$ cat config.mk
export PLATFORM = sky130hd
export DESIGN_NAME = sigmoid_layer_sequencer
export DESIGN_NICKNAME = d
export VERILOG_FILES = /design/src/rtl/sigmoid_layer_sequencer.sv
export SDC_FILE = /design/constraint.sdc
export NUM_CORES = 1
export LEC_CHECK = 0
export BUFFER_PORTS_ARGS = -buffer_cell sky130_fd_sc_hd__buf_4
export CORE_MARGIN = 1.5
export CORE_UTILIZATION = 57
export CTS_CLUSTER_SIZE = 30
export DETAILED_ROUTE_END_ITERATION = 16
export HOLD_SLACK_MARGIN = 0.06
export PLACE_DENSITY = 0.88
export SLEW_MARGIN = 20
export SYNTH_ARGS = -nofsm -noshare
export SYNTH_HDL_FRONTEND = slang
export SYNTH_SLANG_ARGS = --single-unit
$ cat constraint.sdc
create_clock -name clk -period 2.46 [get_ports clk]
set_input_delay 0.123 -clock clk [delete_from_list [all_inputs] [get_ports clk]]
set_output_delay 0.123 -clock clk [all_outputs]
set_load 0.005 [all_outputs]
$ cat src/rtl/sigmoid_layer_sequencer.sv
// Sequences the shared 4-lane sigmoid ALU through one fully-connected layer.
// Streams weight/input groups per neuron and captures each sigmoid result.
module sigmoid_layer_sequencer #(
  parameter int NUM_NEURONS = 16,
  parameter int NUM_GROUPS  = 196,
  parameter int MEM_LAT     = 1,
  localparam int NW = $clog2(NUM_NEURONS),
  localparam int GW = $clog2(NUM_GROUPS)
) (
  input  logic          clk,
  input  logic          rst,
  input  logic          start,
  input  logic          stall,
  output logic          busy,
  output logic          done,
  output logic          rd_en,
  output logic [GW-1:0] group_idx,
  output logic [NW-1:0] neuron_idx,
  output logic          alu_clear,
  output logic          alu_accumulate,
  input  logic [3:0]    sigmoid_out,
  output logic          res_valid,
  output logic [NW-1:0] res_neuron,
  output logic [3:0]    res_data
);

  localparam int D  = MEM_LAT + 3;
  localparam int CW = $clog2(D + 1);

  localparam logic [GW-1:0] G_LAST = GW'(NUM_GROUPS - 1);
  localparam logic [NW-1:0] N_LAST = NW'(NUM_NEURONS - 1);
  localparam logic [CW-1:0] D_LAST = CW'(D);

  typedef enum logic [2:0] {
    S_IDLE,
    S_CLEAR,
    S_ISSUE,
    S_DRAIN,
    S_CAPTURE,
    S_DONE
  } state_t;

  state_t        state;
  logic [GW-1:0] gcnt;
  logic [CW-1:0] dcnt;
  logic [D-1:0]  dline;

  assign rd_en          = (state == S_ISSUE) && !stall;
  assign group_idx      = gcnt;
  // accumulate lines up with the data addressed D cycles earlier
  assign alu_accumulate = dline[D-1];

  always_ff @(posedge clk or posedge rst) begin
    if (rst) begin
      state      <= S_IDLE;
      gcnt       <= '0;
      dcnt       <= '0;
      dline      <= '0;
      busy       <= 1'b0;
      done       <= 1'b0;
      neuron_idx <= '0;
      alu_clear  <= 1'b0;
      res_valid  <= 1'b0;
      res_neuron <= '0;
      res_data   <= '0;
    end else begin
      dline     <= {dline[D-2:0], rd_en};
      alu_clear <= 1'b0;
      res_valid <= 1'b0;
      done      <= 1'b0;
      unique case (state)
        S_IDLE: begin
          if (start) begin
            state      <= S_CLEAR;
            busy       <= 1'b1;
            alu_clear  <= 1'b1;
            neuron_idx <= '0;
          end
        end
        S_CLEAR: begin
          gcnt  <= '0;
          state <= S_ISSUE;
        end
        S_ISSUE: begin
          if (!stall) begin
            if (gcnt == G_LAST) begin
              state <= S_DRAIN;
              dcnt  <= '0;
            end else begin
              gcnt <= gcnt + 1'b1;
            end
          end
        end
        S_DRAIN: begin
          if (dcnt == D_LAST) state <= S_CAPTURE;
          else dcnt <= dcnt + 1'b1;
        end
        S_CAPTURE: begin
          res_data   <= sigmoid_out;
          res_neuron <= neuron_idx;
          res_valid  <= 1'b1;
          if (neuron_idx != N_LAST) begin
            neuron_idx <= neuron_idx + 1'b1;
            alu_clear  <= 1'b1;
            state      <= S_CLEAR;
          end else begin
            done  <= 1'b1;
            state <= S_DONE;
          end
        end
        S_DONE: begin
          busy  <= 1'b0;
          state <= S_IDLE;
        end
        default: state <= S_IDLE;
      endcase
    end
  end

endmodule

==> impl_metrics.yaml <==
status:
  status: "completed"
setup_path:
  startpoint_type: "flip-flop"
  crit_arrival_ns: 2.23
  cp.depth: 7
  cp_slowest_cell: "dfrtp_1"
  cp_cell_sequence: "nor2_2, nand2_1, inv_1, nand4_1, inv_2, o21ai_0, o31ai_1"
  worstPathMaxFanout: 11
  worstSetupPathType: "flip-flop to flip-flop"
  worstSetupEndpointType: "flip-flop"
  ff2ff_path_depth: 7
  slowest_delay_ns: 0.49
  reg2reg_slack_ns: 0.47
  crit_family: "simple AND/OR/NAND/NOR gates"
  critical_path_buf_inv_count: 2
  worstPathRequired_ns: 2.70
drt:
  dr.pass1.iters: 4
  drtIter0Drc: 27
  vias_per_cell: 5.702
  drc_errors: 0
  drt-wirelength-per-cell_um: 14.35
  via_count: 1283
  ant_nets: 0
  routed_wl_mm: 3.228
synth:
  ys_dominant_reg_cell: "dfrtp_1"
  synthCells: 156
  synth-seq-area-share_pct: 54.10
  async_flop_share_pct: 100.0
  yosysWarnings: 0
  ys_types: 38
  syn_area_per_cell_sq_um: 10.08
  syn_nets: 168
  synth_edf_count: 0
  synth.ff_latch_count: 34
  synth_area_sq_um: 1573
power_and_ir_drop:
  ir_drop_mv: 0.5509
  power.density_nw_per_um2: 583.2
  power.leakage_nw: 0.9087
floorplanning:
  start_util_pct: 61.80
  core_sq_um: 2545
  io_pins: 34
  die_height_um: 55.53
  die_w_um: 55.53
  row_count: 18
  die-area_sq_um: 3084
clock_tree:
  clock_latency_ns: 0.32
  cts-htree-levels: 2
  clkSinkCount: 34
  postCtsSetupRepairBufs: 0
  clockBufferDepth: 2
  cts_tree: "built"
  cts_root_buf: "clkbuf_4"
  clk_pin_slew_ns: 0.10
  cts_made_buffers: 5
sta:
  slew_headroom_pct: 40.92
  hold_viol: 0
  fin_crit_ns: 1.990
  period_share_pct: 80.88
  tightest_slew_ns: 0.8852
  max_freq_ghz: 0.5026
  finalSetupViolations: 0
  skew_ns: 0.008303
  setup_tns_ns: 0
  maxSlewViolCount: 0
  rsz0062_at_grt: "false"
hold_path:
  min_path_cells: 3
  hp-class: "primary input to flip-flop"
final_layout:
  nNetsFinal: 208
  drive_above_1_share_pct: 25.13
  fin_cells: 225
  most-common-layout-cells: "dfrtp_1, buf_4, nand2_1, o21ai_0, nand3_1"
  antenna_cells: 0
  syn2layout_area_growth_pct: 23.31
placed_design:
  dp.cells: 213
  port_buffers: 33
  gp_congestion: 0.8898
  dpl.hpwl_mm: 2.296
run:
  drv_cap: 0
global_route:
  grt_pass1_vias: 1233
  track_usage_pct: 22.84
  grt_antenna_before_repair: 0
  overflow: 0
  grt_start_max_net_pins: 25
  grt_pass1_wl_mm: 5.513
[worst register-to-register path, stage by stage, from the launching register on]
cell,delay [ns]
dfrtp_1,0.49
nor2_2,0.27
nand2_1,0.27
inv_1,0.36
nand4_1,0.22
inv_2,0.13
o21ai_0,0.09
o31ai_1,0.08
[where the power goes]
part	internal, mW	switching, mW
clock	0.129	0.167
sequential	0.598	0.0717
combinational	0.0956	0.0699
[area by class of cell]
class | count | area (sq um)
clock buffers | 6 | 51.30
fillers | 173 | 605.6
inverters | 10 | 37.54
multi-input cells | 105 | 646.9
flip-flops and latches | 34 | 850.8
well taps | 30 | 37.54
repair buffers | 40 | 315.3
[cells by family after synthesis]
family	count (synthesis)	share of synthesized area (%)
buffers and inverters	17	4.773
adders and majority gates	4	3.182
DFF	34	54.10
AOI/OAI and AO/OA	37	16.31
xor gates and xnor gates	1	0.5570
and+or+nand+nor	63	21.08
[synthesized netlist by cell type (2+ instances only)]
library cell / instances / area share (%)
nand2_1: 29 / 6.9
a21oi_1: 5 / 1.6
dfrtp_1: 34 / 54
o21ai_0: 14 / 4.5
clkbuf_1: 3 / 0.72
nand2b_1: 2 / 0.80
buf_2: 3 / 0.95
nor2_1: 4 / 0.95
o31ai_1: 4 / 1.9
o211ai_1: 4 / 1.9
nor3_1: 2 / 0.64
nand4_1: 4 / 1.6
nand3_1: 11 / 3.5
inv_1: 9 / 2.1
ha_1: 4 / 3.2
a41oi_1: 2 / 1.1
[layer usage]
metal | vias to the layer above | share of wire, % | global-route usage (%) | routed length, um
met5 | - | 0 | 0 | 0
met4 | 0 | 1.2 | 9.408 | 40
met3 | 4 | 5.2 | 6.323 | 167
met2 | 35 | 49 | 37.24 | 1571
met1 | 611 | 45 | 28.62 | 1449
li1 | 633 | - | - | -
[flip-flops by register name, summed over array words and instances, names as in the netlist]
| signal | flops |
|---|---|
| group_idx | 8 |
| dline | 4 |
| neuron_idx | 4 |
| res_data | 4 |
| res_neuron | 4 |
| dcnt | 3 |
| state | 3 |
| alu_clear | 1 |
| busy | 1 |
| done | 1 |
| res_valid | 1 |
[final timing paths]
kind | start | to
max | state[1] | neuron_idx[0]
min | start | busy
max reg2reg | state[1] | neuron_idx[0]
min reg2reg | dline[0] | dline[1]
max in group asynchronous | rst | state[2]
min in group asynchronous | rst | neuron_idx[2]
[timing repair]
| item | 4_1_cts | 5_1_grt |
|---|---|---|
| hold buffers | 6 | 0 |
| resized for setup | 0 | 0 |
| hold endpoints to repair | 28 | 0 |
[stage by stage]
| stage | utilization [%] | power (mW) | instance area (sq um) | worst slack, ns | hold WS, ns |
|---|---|---|---|---|---|
| global placement | 71.83 | 0.8313 | 1828 | 0.6251 | 0.3175 |
| floorplan | - | 0.7474 | 1573 | 0.8471 | 0.2136 |
| CTS | 76.20 | 1.136 | 1939 | 0.4932 | 0.1009 |
| global route | 76.20 | 1.187 | 1939 | 0.2843 | 0.1202 |
| detailed placement | 71.83 | 0.8400 | 1828 | 0.5096 | 0.3191 |
| finish | 76.20 | 1.131 | 1939 | 0.4702 | 0.1154 |
Note: power is estimated with default switching activity, not from simulation.
